### src/rtl/decode_instr_queue.sv
// -----------------------------------------------------------------------------
// decode_instr_queue
//   DEPTH-entry instruction FIFO between fetch and the control unit. Each entry
//   holds an instruction word, its PC and a fetch-fault flag. The head entry is
//   presented with pre-decoded fields (opcode, rd, rs1, rs2) and an
//   illegal-opcode flag, so decode timing is taken off the fetch path.
//   After a FENCE.I is accepted, further fetches are held off until the queue
//   has drained. A flush discards every entry in a single cycle.
//
//   Handshake: a transfer happens on a rising CLK edge when valid and ready are
//   both high on that port (push = in_valid & in_ready, pop = out_valid &
//   out_ready). in_ready does not depend on in_valid, and out_valid does not
//   depend on out_ready. While flush is high, neither push nor pop takes effect.
//
// Ports
//   CLK, nRST            clock (rising edge), asynchronous active-low reset
//   flush                discard all entries at the next edge
//   in_valid/in_ready    fetch-side handshake
//   in_instr/pc/fault    entry offered by fetch
//   out_valid/out_ready  control-unit-side handshake
//   out_instr/pc/fault   head entry
//   out_opcode/rd/rs1/rs2  pre-decoded slices of out_instr
//   out_illegal          head opcode is not a legal RV32I major opcode
//   count                occupied entries
//   fence_block          FENCE.I drain in progress (also the only control state)
// -----------------------------------------------------------------------------
module decode_instr_queue #(
   parameter int DEPTH = 4,
   parameter int PC_W  = 32
) (
   input  logic                     CLK,
   input  logic                     nRST,
   input  logic                     flush,
   input  logic                     in_valid,
   output logic                     in_ready,
   input  logic [31:0]              in_instr,
   input  logic [PC_W-1:0]          in_pc,
   input  logic                     in_fault,
   output logic                     out_valid,
   input  logic                     out_ready,
   output logic [31:0]              out_instr,
   output logic [PC_W-1:0]          out_pc,
   output logic                     out_fault,
   output logic [6:0]               out_opcode,
   output logic [4:0]               out_rd,
   output logic [4:0]               out_rs1,
   output logic [4:0]               out_rs2,
   output logic                     out_illegal,
   output logic [$clog2(DEPTH):0]   count,
   output logic                     fence_block
);

   localparam int AW = $clog2(DEPTH);
   localparam int CW = AW + 1;

   // Data array: deliberately not reset, only the bookkeeping is.
   logic [31:0]     instr_mem [DEPTH];
   logic [PC_W-1:0] pc_mem    [DEPTH];
   logic            fault_mem [DEPTH];

   logic [AW-1:0] wptr_q, wptr_d;
   logic [AW-1:0] rptr_q, rptr_d;
   logic [CW-1:0] count_q, count_d;
   logic          fence_q, fence_d;

   logic full, empty, push, pop, in_is_fence;

   assign full  = (count_q == CW'(DEPTH));
   assign empty = (count_q == '0);

   // No push into a full queue, even if a pop frees a slot the same cycle.
   assign in_ready  = !full && !fence_q && !flush;
   assign out_valid = !empty;
   assign push      = in_valid && in_ready;
   assign pop       = out_valid && out_ready && !flush;

   // FENCE.I: MISC-MEM major opcode with funct3 = 001.
   assign in_is_fence = (in_instr[6:0] == 7'b0001111) && (in_instr[14:12] == 3'b001);

   // State register
   always_ff @(posedge CLK or negedge nRST) begin
      if (!nRST) begin
         wptr_q  <= '0;
         rptr_q  <= '0;
         count_q <= '0;
         fence_q <= 1'b0;
      end else begin
         wptr_q  <= wptr_d;
         rptr_q  <= rptr_d;
         count_q <= count_d;
         fence_q <= fence_d;
      end
   end

   // Next-state logic
   always_comb begin
      wptr_d  = wptr_q;
      rptr_d  = rptr_q;
      count_d = count_q;
      fence_d = fence_q;
      if (flush) begin
         wptr_d  = '0;
         rptr_d  = '0;
         count_d = '0;
         fence_d = 1'b0;
      end else begin
         // Pointers are AW bits wide and DEPTH is a power of two, so the
         // increment wraps modulo DEPTH on its own.
         if (push) wptr_d = wptr_q + AW'(1);
         if (pop)  rptr_d = rptr_q + AW'(1);
         if (push && !pop)      count_d = count_q + CW'(1);
         else if (pop && !push) count_d = count_q - CW'(1);
         // Nothing is pushed behind a fence, so the pop that empties the
         // queue while the block is up is the pop of the fence entry itself.
         if (push && in_is_fence)
            fence_d = 1'b1;
         else if (fence_q && pop && (count_q == CW'(1)))
            fence_d = 1'b0;
      end
   end

   // Storage write
   always_ff @(posedge CLK) begin
      if (push) begin
         instr_mem[wptr_q] <= in_instr;
         pc_mem[wptr_q]    <= in_pc;
         fault_mem[wptr_q] <= in_fault;
      end
   end

   // Output logic: head entry and pre-decode, no bypass from the input side.
   always_comb begin
      out_instr  = instr_mem[rptr_q];
      out_pc     = pc_mem[rptr_q];
      out_fault  = fault_mem[rptr_q];
      out_opcode = out_instr[6:0];
      out_rd     = out_instr[11:7];
      out_rs1    = out_instr[19:15];
      out_rs2    = out_instr[24:20];
      case (out_opcode)
         7'b0110111, 7'b0010111, 7'b1101111, 7'b1100111,
         7'b1100011, 7'b0000011, 7'b0100011, 7'b0010011,
         7'b0110011, 7'b0001111, 7'b1110011: out_illegal = 1'b0;
         default:                            out_illegal = 1'b1;
      endcase
      if (out_instr[1:0] != 2'b11) out_illegal = 1'b1;
   end

   assign count       = count_q;
   assign fence_block = fence_q;

endmodule

### config.mk
export PLATFORM = sky130hd
export DESIGN_NAME = decode_instr_queue
export DESIGN_NICKNAME = d
export VERILOG_FILES = /design/src/rtl/decode_instr_queue.sv
export SDC_FILE = /design/constraint.sdc
export NUM_CORES = 1
export LEC_CHECK = 0
export BUFFER_PORTS_ARGS = -buffer_cell sky130_fd_sc_hd__buf_2
export CAP_MARGIN = 30
export CORE_MARGIN = 10
export CORE_UTILIZATION = 45
export CTS_CLUSTER_SIZE = 14
export DETAILED_ROUTE_END_ITERATION = 16
export GPL_ROUTABILITY_DRIVEN = 0
export PLACE_DENSITY_LB_ADDON = 0.25
export SETUP_SLACK_MARGIN = 0.05
export SYNTH_ARGS = -nofsm -noshare
export SYNTH_HDL_FRONTEND = slang
export SYNTH_SLANG_ARGS = --single-unit
### constraint.sdc
create_clock -name CLK -period 8.15 [get_ports CLK]
set_input_delay 0.815 -clock CLK [delete_from_list [all_inputs] [get_ports CLK]]
set_output_delay 0.815 -clock CLK [all_outputs]
set_load 0.1 [all_outputs]
==> results of run 1 <==
logic make-up (layout without fill, tap and decap cells):
logic type / count (synthesis) / in the layout / share of synthesized area, %
AO/OA/AOI/OAI: 15 / 15 / 1.01
XOR/XNOR: 3 / 3 / 0.394
adder cells (fa/ha/maj): 9 / 9 / 1.08
buffers and inverters: 49 / 230 / 2.82
flip-flops: 268 / 268 / 78.8
multiplexers: 65 / 65 / 14.4
other: 0 / 1 / 0
AND/OR/NAND/NOR: 25 / 25 / 1.44
registers in the layout, indices dropped and copies added (netlist names):
signal and count:
pc_mem 128, wptr_q 2, fence_block 1, instr_mem 128, count 3, rptr_q 2
fault_mem 4
metrics by stage:
step           util, %  instance area [sq um]  cells  hold WS (ps)
2_1_floorplan        -                  10200    434           519
3_3_place_gp      50.5                  11100    840           598
3_5_place_dp      50.9                  11200    845           633
4_1_cts           55.0                  12100    895           104
5_1_grt           55.0                  12100    895           115
6_report          55.0                  12100    896           127
worst reg2reg max path: stages (launching register included):
cell and delay (ps):
dfrtp_1 450, inv_1 90, ha_1 220, a211o_1 320
inv_1 150, and3_4 650, buf_12 290
placed cells by master, fill, tap and decap left out, drive strengths merged, types with 3 or more instances in the layout:
master / n
mux4: 65
a21oi: 3
bufinv: 3
clkbuf: 32
edfxtp: 260
nand4b: 3
and3: 4
inv: 12
dfrtp: 8
ha: 8
buf: 169
clkinv: 14
nand2: 5
o21ai: 4
nor2: 5
area by class of cell:
cell class	count	area [sq um]	share of cell area, %
diodes	1	2.50	0.0206
clock buffers	32	737	6.08
clock inverters	18	160	1.32
inverters	11	41.3	0.341
multi-input cells	117	1880	15.5
flip-flops and latches	268	8020	66.1
well taps	280	350	2.89
repair buffers	169	931	7.68
metal layers:
layer / vias to the layer above / routed length (microns) / track usage, %
li1: 2114 / - / -
met1: 2486 / 8200 / 17.1
met2: 166 / 9630 / 23.1
met3: 39 / 1890 / 5.28
met4: 8 / 346 / 2.82
met5: - / 63 / 0
how the worst max path moves through the flow:
stage / endpoint / cells after the start / slack (ps) / from
2_1_floorplan: fault_mem[0] / 5 / 3640 / count[1]
3_3_place_gp: out_illegal / 6 / 4100 / rptr_q[0]
3_5_place_dp: out_illegal / 6 / 4110 / rptr_q[0]
4_1_cts: out_illegal / 6 / 3520 / rptr_q[0]
5_1_grt: out_illegal / 6 / 3310 / rptr_q[0]
6_report: out_illegal / 6 / 3630 / rptr_q[0]
==> results.yml, run 1 <==
timing:
  max_freq_ghz: 0.221
  timing.final.crit_share_pct: 55.4
  finalHoldViolCount: 0
  worst_pin_slew_ps: 712
  final-max-slew-violation-count: 0
  setup_viol: 0
  grt_setup_unrepaired: "false"
  finClkSkew_ps: 19.4
  maxSlewHeadroom_pct: 52.5
  setup_tns_ps: 0
  fin_crit_ps: 4520
  fin_ws_ps: 3630
global_routing:
  overflow: 0
  antenna_found_initial: 5
  grt_pass1_wl_mm: 31.3
  first_global_vias: 5411
  track_usage_pct: 13.9
  grt_max_degree: 60
worst_setup_path:
  cpMostUsedCell: "a21oi_1"
  worstReg2RegEnd: "pc_mem[0][4]"
  rrSetupSlack_ps: 5610
  path_cells: "buf_4, mux4_2, or3b_1, a21oi_1, a21oi_1, buf_2"
  endpoint_kind: "primary output"
  crit_type: "reg2out"
  start_kind: "flop"
  required_ps: 7340
  worstPathArrival_ps: 3700
  critPathMaxFanout: 35
  cp.buffers_inverters: 2
  cp_slowest_cell: "dfrtp_4"
  cp_top_family: "buffers and inverters"
  cpPeakStageDelay_ps: 860
  ff2ff_path_depth: 6
  worstReg2RegStart: "count[0]"
placement:
  place_ws_ps: 4110
  portBuffers: 163
  dpl.hpwl_mm: 12.7
detailed_routing:
  first_pass_iters: 4
  wl_per_cell_microns: 22.5
  wl_mm: 20.1
  drt-vias-per-instance: 5.37
  dr.first_iter.drc_count: 313
  drcViolationCount: 0
  ant_nets: 0
  vias: 4813
synthesis:
  synth_edf_count: 260
  ys_async_sr_fraction_pct: 2.99
  ys_ff_latch: 268
  ys_types: 37
  yosys_warnings: 0
  synthTopCellsByCount: "260 x edfxtp_1, 65 x mux4_2, 22 x buf_4"
  synth_area_leaders: "edfxtp_1 77%, mux4_2 14%, dfrtp_1 2.0%"
  synthFlopType: "edfxtp_1"
  yosys.area.top_type: "edfxtp_1"
  synth_top_cell_area_share_pct: 76.9
  syn_area_per_cell_sq_um: 23.4
  syn_inst: 434
  synth-seq-area-share_pct: 78.8
  synth_nets: 512
  synth_most_common_cell: "edfxtp_1"
  synth_area_sq_um: 10200
clocking:
  hold_buffers: 0
  htreeDepth: 1
  numCtsBuffers: 28
  cts-root-buf: "clkbuf_16"
  clk_pin_slew_ps: 70
  cts_sinks: 268
  insertion_delay_ps: 530
  post_cts_buffers: 0
  cts_tree: "done"
  clk_path_buf_depth: 3
  cts_resized: 0
layout:
  fin_nets: 673
  n_fill_cell: 1687
  area_delta_synth_final_pct: 19.3
  drive_gt1_share_pct: 45.7
status:
  status: "complete, no violations"
die:
  fp.dieArea_sq_um: 29000
  dieWidth_microns: 170
  initial_core_util_pct: 46.1
  coreArea_sq_um: 22000
  ios: 164
  die_h_microns: 170
  row_count: 54
min_path:
  hold_class: "in2async"
run:
  maxCapViolations: 0
Power of run 1 is not shown: default switching activity piles up to over one toggle a cycle in this logic, so the estimate is an artifact.
==> inputs of run 2 (changes only) <==
clock period = 4.4 ns   (was 8.15 ns; I/O delays follow)
==> run 2 against run 1 <==
  * Worst hold slack lost 6.1 ps
  * Flip-flop and latch count unchanged
  * First-iteration DRC count is 32% higher
  * Critical path depth down 3
  * Die area stayed put
  * Sequential share of layout area is 0.35 points higher
  * Cell count down 0.11%
  * Clock skew down 1.1 ps
  * Wire length grew 0.53%
  * Cell area fell by 0.53%
  * Largest cell class unchanged
==> results.yml, run 2 (synthesis results as in run 1) <==
die:
  die_h_microns: 170
  dieWidth_microns: 170
  row_count: 54
  ios: 164
  coreArea_sq_um: 22000
  fp.dieArea_sq_um: 29000
  initial_core_util_pct: 46.1
clocking:
  cts_sinks: 268
  cts-root-buf: "clkbuf_16"
  htreeDepth: 1
  insertion_delay_ps: 530
  cts_tree: "done"
  numCtsBuffers: 27
  clk_pin_slew_ps: 60
  clk_path_buf_depth: 3
  post_cts_buffers: 0
global_routing:
  track_usage_pct: 14.0
  first_global_vias: 5247
  overflow: 0
  antenna_found_initial: 5
  grt_pass1_wl_mm: 31.3
  grt_max_degree: 54
detailed_routing:
  wl_per_cell_microns: 22.6
  wl_mm: 20.2
  dr.first_iter.drc_count: 412
  vias: 4796
  first_pass_iters: 4
  drcViolationCount: 0
  ant_nets: 0
  drt-vias-per-instance: 5.36
layout:
  top_regs: "instr_mem: 128 flops, pc_mem: 128 flops, fault_mem: 4 flops"
  layout_common_cells: "260 x edfxtp_1, 163 x buf_2, 65 x mux4_2"
  drive_gt1_share_pct: 45.1
  fin_nets: 674
  area_delta_synth_final_pct: 18.7
  mostFrequentLayoutCell: "edfxtp_1"
timing:
  grt_setup_unrepaired: "false"
  finClkSkew_ps: 18.2
  timing.final.crit_share_pct: 72.7
  max_freq_ghz: 0.313
  finalHoldViolCount: 0
  setup_viol: 0
  worst_pin_slew_ps: 647
  fin_crit_ps: 3200
  maxSlewHeadroom_pct: 56.9
  final-max-slew-violation-count: 0
  setup_tns_ps: 0
worst_setup_path:
  required_ps: 3960
  critPathMaxFanout: 31
  endpoint_kind: "primary output"
  crit_type: "reg2out"
  start_kind: "flop"
  worstPathArrival_ps: 2760
status:
  status: "complete, no violations"
min_path:
  hold_class: "in2reg"
placement:
  portBuffers: 163
  dpl.hpwl_mm: 12.7
run:
  maxCapViolations: 0
[run 2: final cells by class]
cell class | instances | area (sq um)
inverters | 11 | 41.3
well taps | 280 | 350
flip-flops and latches | 268 | 8020
clock buffers | 29 | 683
diodes | 3 | 7.51
multi-input cells | 117 | 1880
repair buffers | 171 | 951
fillers | 1698 | 9970
clock inverters | 16 | 125
[run 2: per-layer routing]
metal,global-route usage [%],vias to the layer above,wire [microns]
met5,0,-,0
met3,4.84,29,1870
li1,-,2119,-
met4,3.47,0,385
met1,17.7,2458,8290
met2,22.7,190,9700
[run 2: worst paths after layout]
check / end / depth (start not counted) / slack [ps] / startpoint
min reg2reg: wptr_q[0] / 3 / 640 / wptr_q[0]
max reg2reg: pc_mem[1][3] / 6 / 1940 / count[1]
min in group asynchronous: count[2] / 2 / 290 / nRST
min: pc_mem[0][27] / 1 / 120 / in_pc[27]
max in group asynchronous: rptr_q[1] / 2 / 3900 / nRST
max: out_pc[31] / 3 / 1200 / rptr_q[0]
[run 2: metrics by stage]
stage | setup slack, ps | utilization, % | cell area [sq um] | std cells | hold slack (ps)
2_1_floorplan | 594 | - | 10200 | 434 | 144
3_3_place_gp | 1710 | 50.5 | 11100 | 842 | 298
3_5_place_dp | 1680 | 51.0 | 11200 | 846 | 299
4_1_cts | 1110 | 54.7 | 12000 | 892 | 101
6_report | 1200 | 54.7 | 12100 | 895 | 121
5_1_grt | 985 | 54.7 | 12000 | 892 | 112
[run 2: critical path: stages, from the launching register on]
cell	delay [ps]
dfrtp_4	650
buf_4	590
mux4_2	610
buf_2	310
[run 2: what timing repair did]
item | in CTS | in global routing
resized for setup | 0 | 0
endpoints found under the hold margin | 8 | 0
hold buffers | 1 | 0
Power of run 2 is left out for the same reason.
==> inputs of run 3 (changes only) <==
clock period = 3 ns   (was 4.4 ns; I/O delays follow)
==> run 3 against run 2 <==
  * Critical path type unchanged
  * Cell area grew 7.0%
  * Wire length grew 1.4%
  * Critical endpoint is now out_illegal
  * Cell count grew 8.7%
==> results.yml, run 3 (synthesis results as in run 1) <==
status:
  status: "complete, no violations"
die:
  row_count: 54
  coreArea_sq_um: 22000
  die_h_microns: 170
  dieWidth_microns: 170
  initial_core_util_pct: 46.1
  ios: 164
  fp.dieArea_sq_um: 29000
global_routing:
  first_global_vias: 5714
  grt_max_degree: 66
  track_usage_pct: 14.3
  overflow: 0
  antenna_found_initial: 0
  grt_pass1_wl_mm: 32.5
timing:
  max_freq_ghz: 0.355
  timing.final.crit_share_pct: 93.8
  setup_tns_ps: 0
  finClkSkew_ps: 18.9
  fin_ws_ps: 185
  grt_setup_unrepaired: "false"
  fin_crit_ps: 2810
  worst_pin_slew_ps: 535
  final-max-slew-violation-count: 0
  setup_viol: 0
  maxSlewHeadroom_pct: 64.3
  finalHoldViolCount: 0
detailed_routing:
  wl_per_cell_microns: 21.1
  vias: 5087
  wl_mm: 20.5
  dr.first_iter.drc_count: 332
  drt-vias-per-instance: 5.23
  drcViolationCount: 0
  ant_nets: 0
  first_pass_iters: 4
power:
  power_density_nw_per_um2: 1050
  p_sw_mw: 5.95
  finalPower_mw: 13.5
  ir_worst_vdd_v: 0.000897
  p_sw_share_pct: 43.9
  intPower_mw: 7.60
  seq_power_share_pct: 32.9
  clkPwrFrac_pct: 25.7
  combPwrFrac_pct: 41.3
  p_leak_nw: 4.47
layout:
  n_fill_cell: 1651
  fin_nets: 749
  postLayoutCoreUtil_pct: 58.6
  area_delta_synth_final_pct: 27.0
  antenna_cells: 0
  layout_common_cells: "260 x edfxtp_1, 162 x buf_2, 65 x mux4_2"
  design_area_sq_um: 12900
  top_regs: "instr_mem: 128 flops, pc_mem: 128 flops, fault_mem: 4 flops"
  mostFrequentLayoutCell: "edfxtp_1"
  drive_gt1_share_pct: 43.6
clocking:
  cts_tree: "done"
  insertion_delay_ps: 530
  clk_path_buf_depth: 3
  htreeDepth: 1
  clk_pin_slew_ps: 60
  numCtsBuffers: 28
  cts-root-buf: "clkbuf_16"
  cts_sinks: 268
placement:
  dpl.hpwl_mm: 12.7
  place_ws_ps: 546
  portBuffers: 163
  place_area_sq_um: 11300
run:
  maxCapViolations: 0
worst_setup_path:
  start_kind: "flop"
  endpoint_kind: "primary output"
  critPathMaxFanout: 11
  worstPathArrival_ps: 2510
  crit_type: "reg2out"
  required_ps: 2700
min_path:
  hold_class: "in2reg"
-- run 3: final cells by class --
cell class / count / area, sq um / share of cell area (%)
Sequential cell: 268 / 8020 / 62.2
Multi-Input combinational cell: 117 / 1890 / 14.6
Timing Repair Buffer: 245 / 1640 / 12.7
Clock buffer: 31 / 733 / 5.68
Clock inverter: 21 / 220 / 1.71
Tap cell: 280 / 350 / 2.72
Inverter: 11 / 45.0 / 0.349
-- run 3: metrics by stage --
step	hold slack, ps	cells
2_1_floorplan	4.41	434
4_1_cts	3.90	971
3_3_place_gp	150	852
3_5_place_dp	152	852
5_1_grt	16.8	973
6_report	28.4	973
-- run 3: what timing repair did --
| action | CTS | global route |
|---|---|---|
| resized for setup | 0 | 2 |
| setup buffers | 3 | 2 |
| endpoints found under the setup margin | 45 | 10 |
| hold endpoints to repair | 260 | 0 |
| hold buffers | 64 | 0 |
-- run 3: power by group through the flow --
stage	logic [mW]	registers (mW)	clock network [mW]
6_report	5.60	4.46	3.48
5_1_grt	5.82	4.49	3.74
4_1_cts	5.64	4.47	3.57
3_5_place_dp	5.51	4.57	0
3_3_place_gp	5.49	4.55	0
2_1_floorplan	4.76	4.60	0
-- run 3: path summary, 6_finish.rpt --
check	startpoint	endpoint	slack (ps)	cells after the start
worst max-delay path	rptr_q[0]	out_illegal	190	5
worst min-delay path	flush	rptr_q[0]	30	2
worst max register to register	count[1]	pc_mem[1][3]	810	6
worst min register to register	wptr_q[1]	wptr_q[1]	630	2
max in group asynchronous	nRST	rptr_q[1]	2680	2
min in group asynchronous	nRST	rptr_q[0]	140	2
-- run 3: worst max-delay path, cell delays in order (launching register included) --
cell and delay, ps:
dfrtp_4 520, mux4_2 610, or3b_1 400, a21oi_1 160
a21oi_2 50, buf_4 240
-- run 3: routing by layer --
layer | part of all wire [%] | up-vias | GRT usage [%]
met5 | 0 | - | 0
met4 | 1.8 | 0 | 3.36
met3 | 7.4 | 34 | 4.07
met2 | 49 | 161 | 24.0
met1 | 42 | 2618 | 18.1
li1 | - | 2274 | -
No activity file was read; power rests on OpenSTA's default activity.
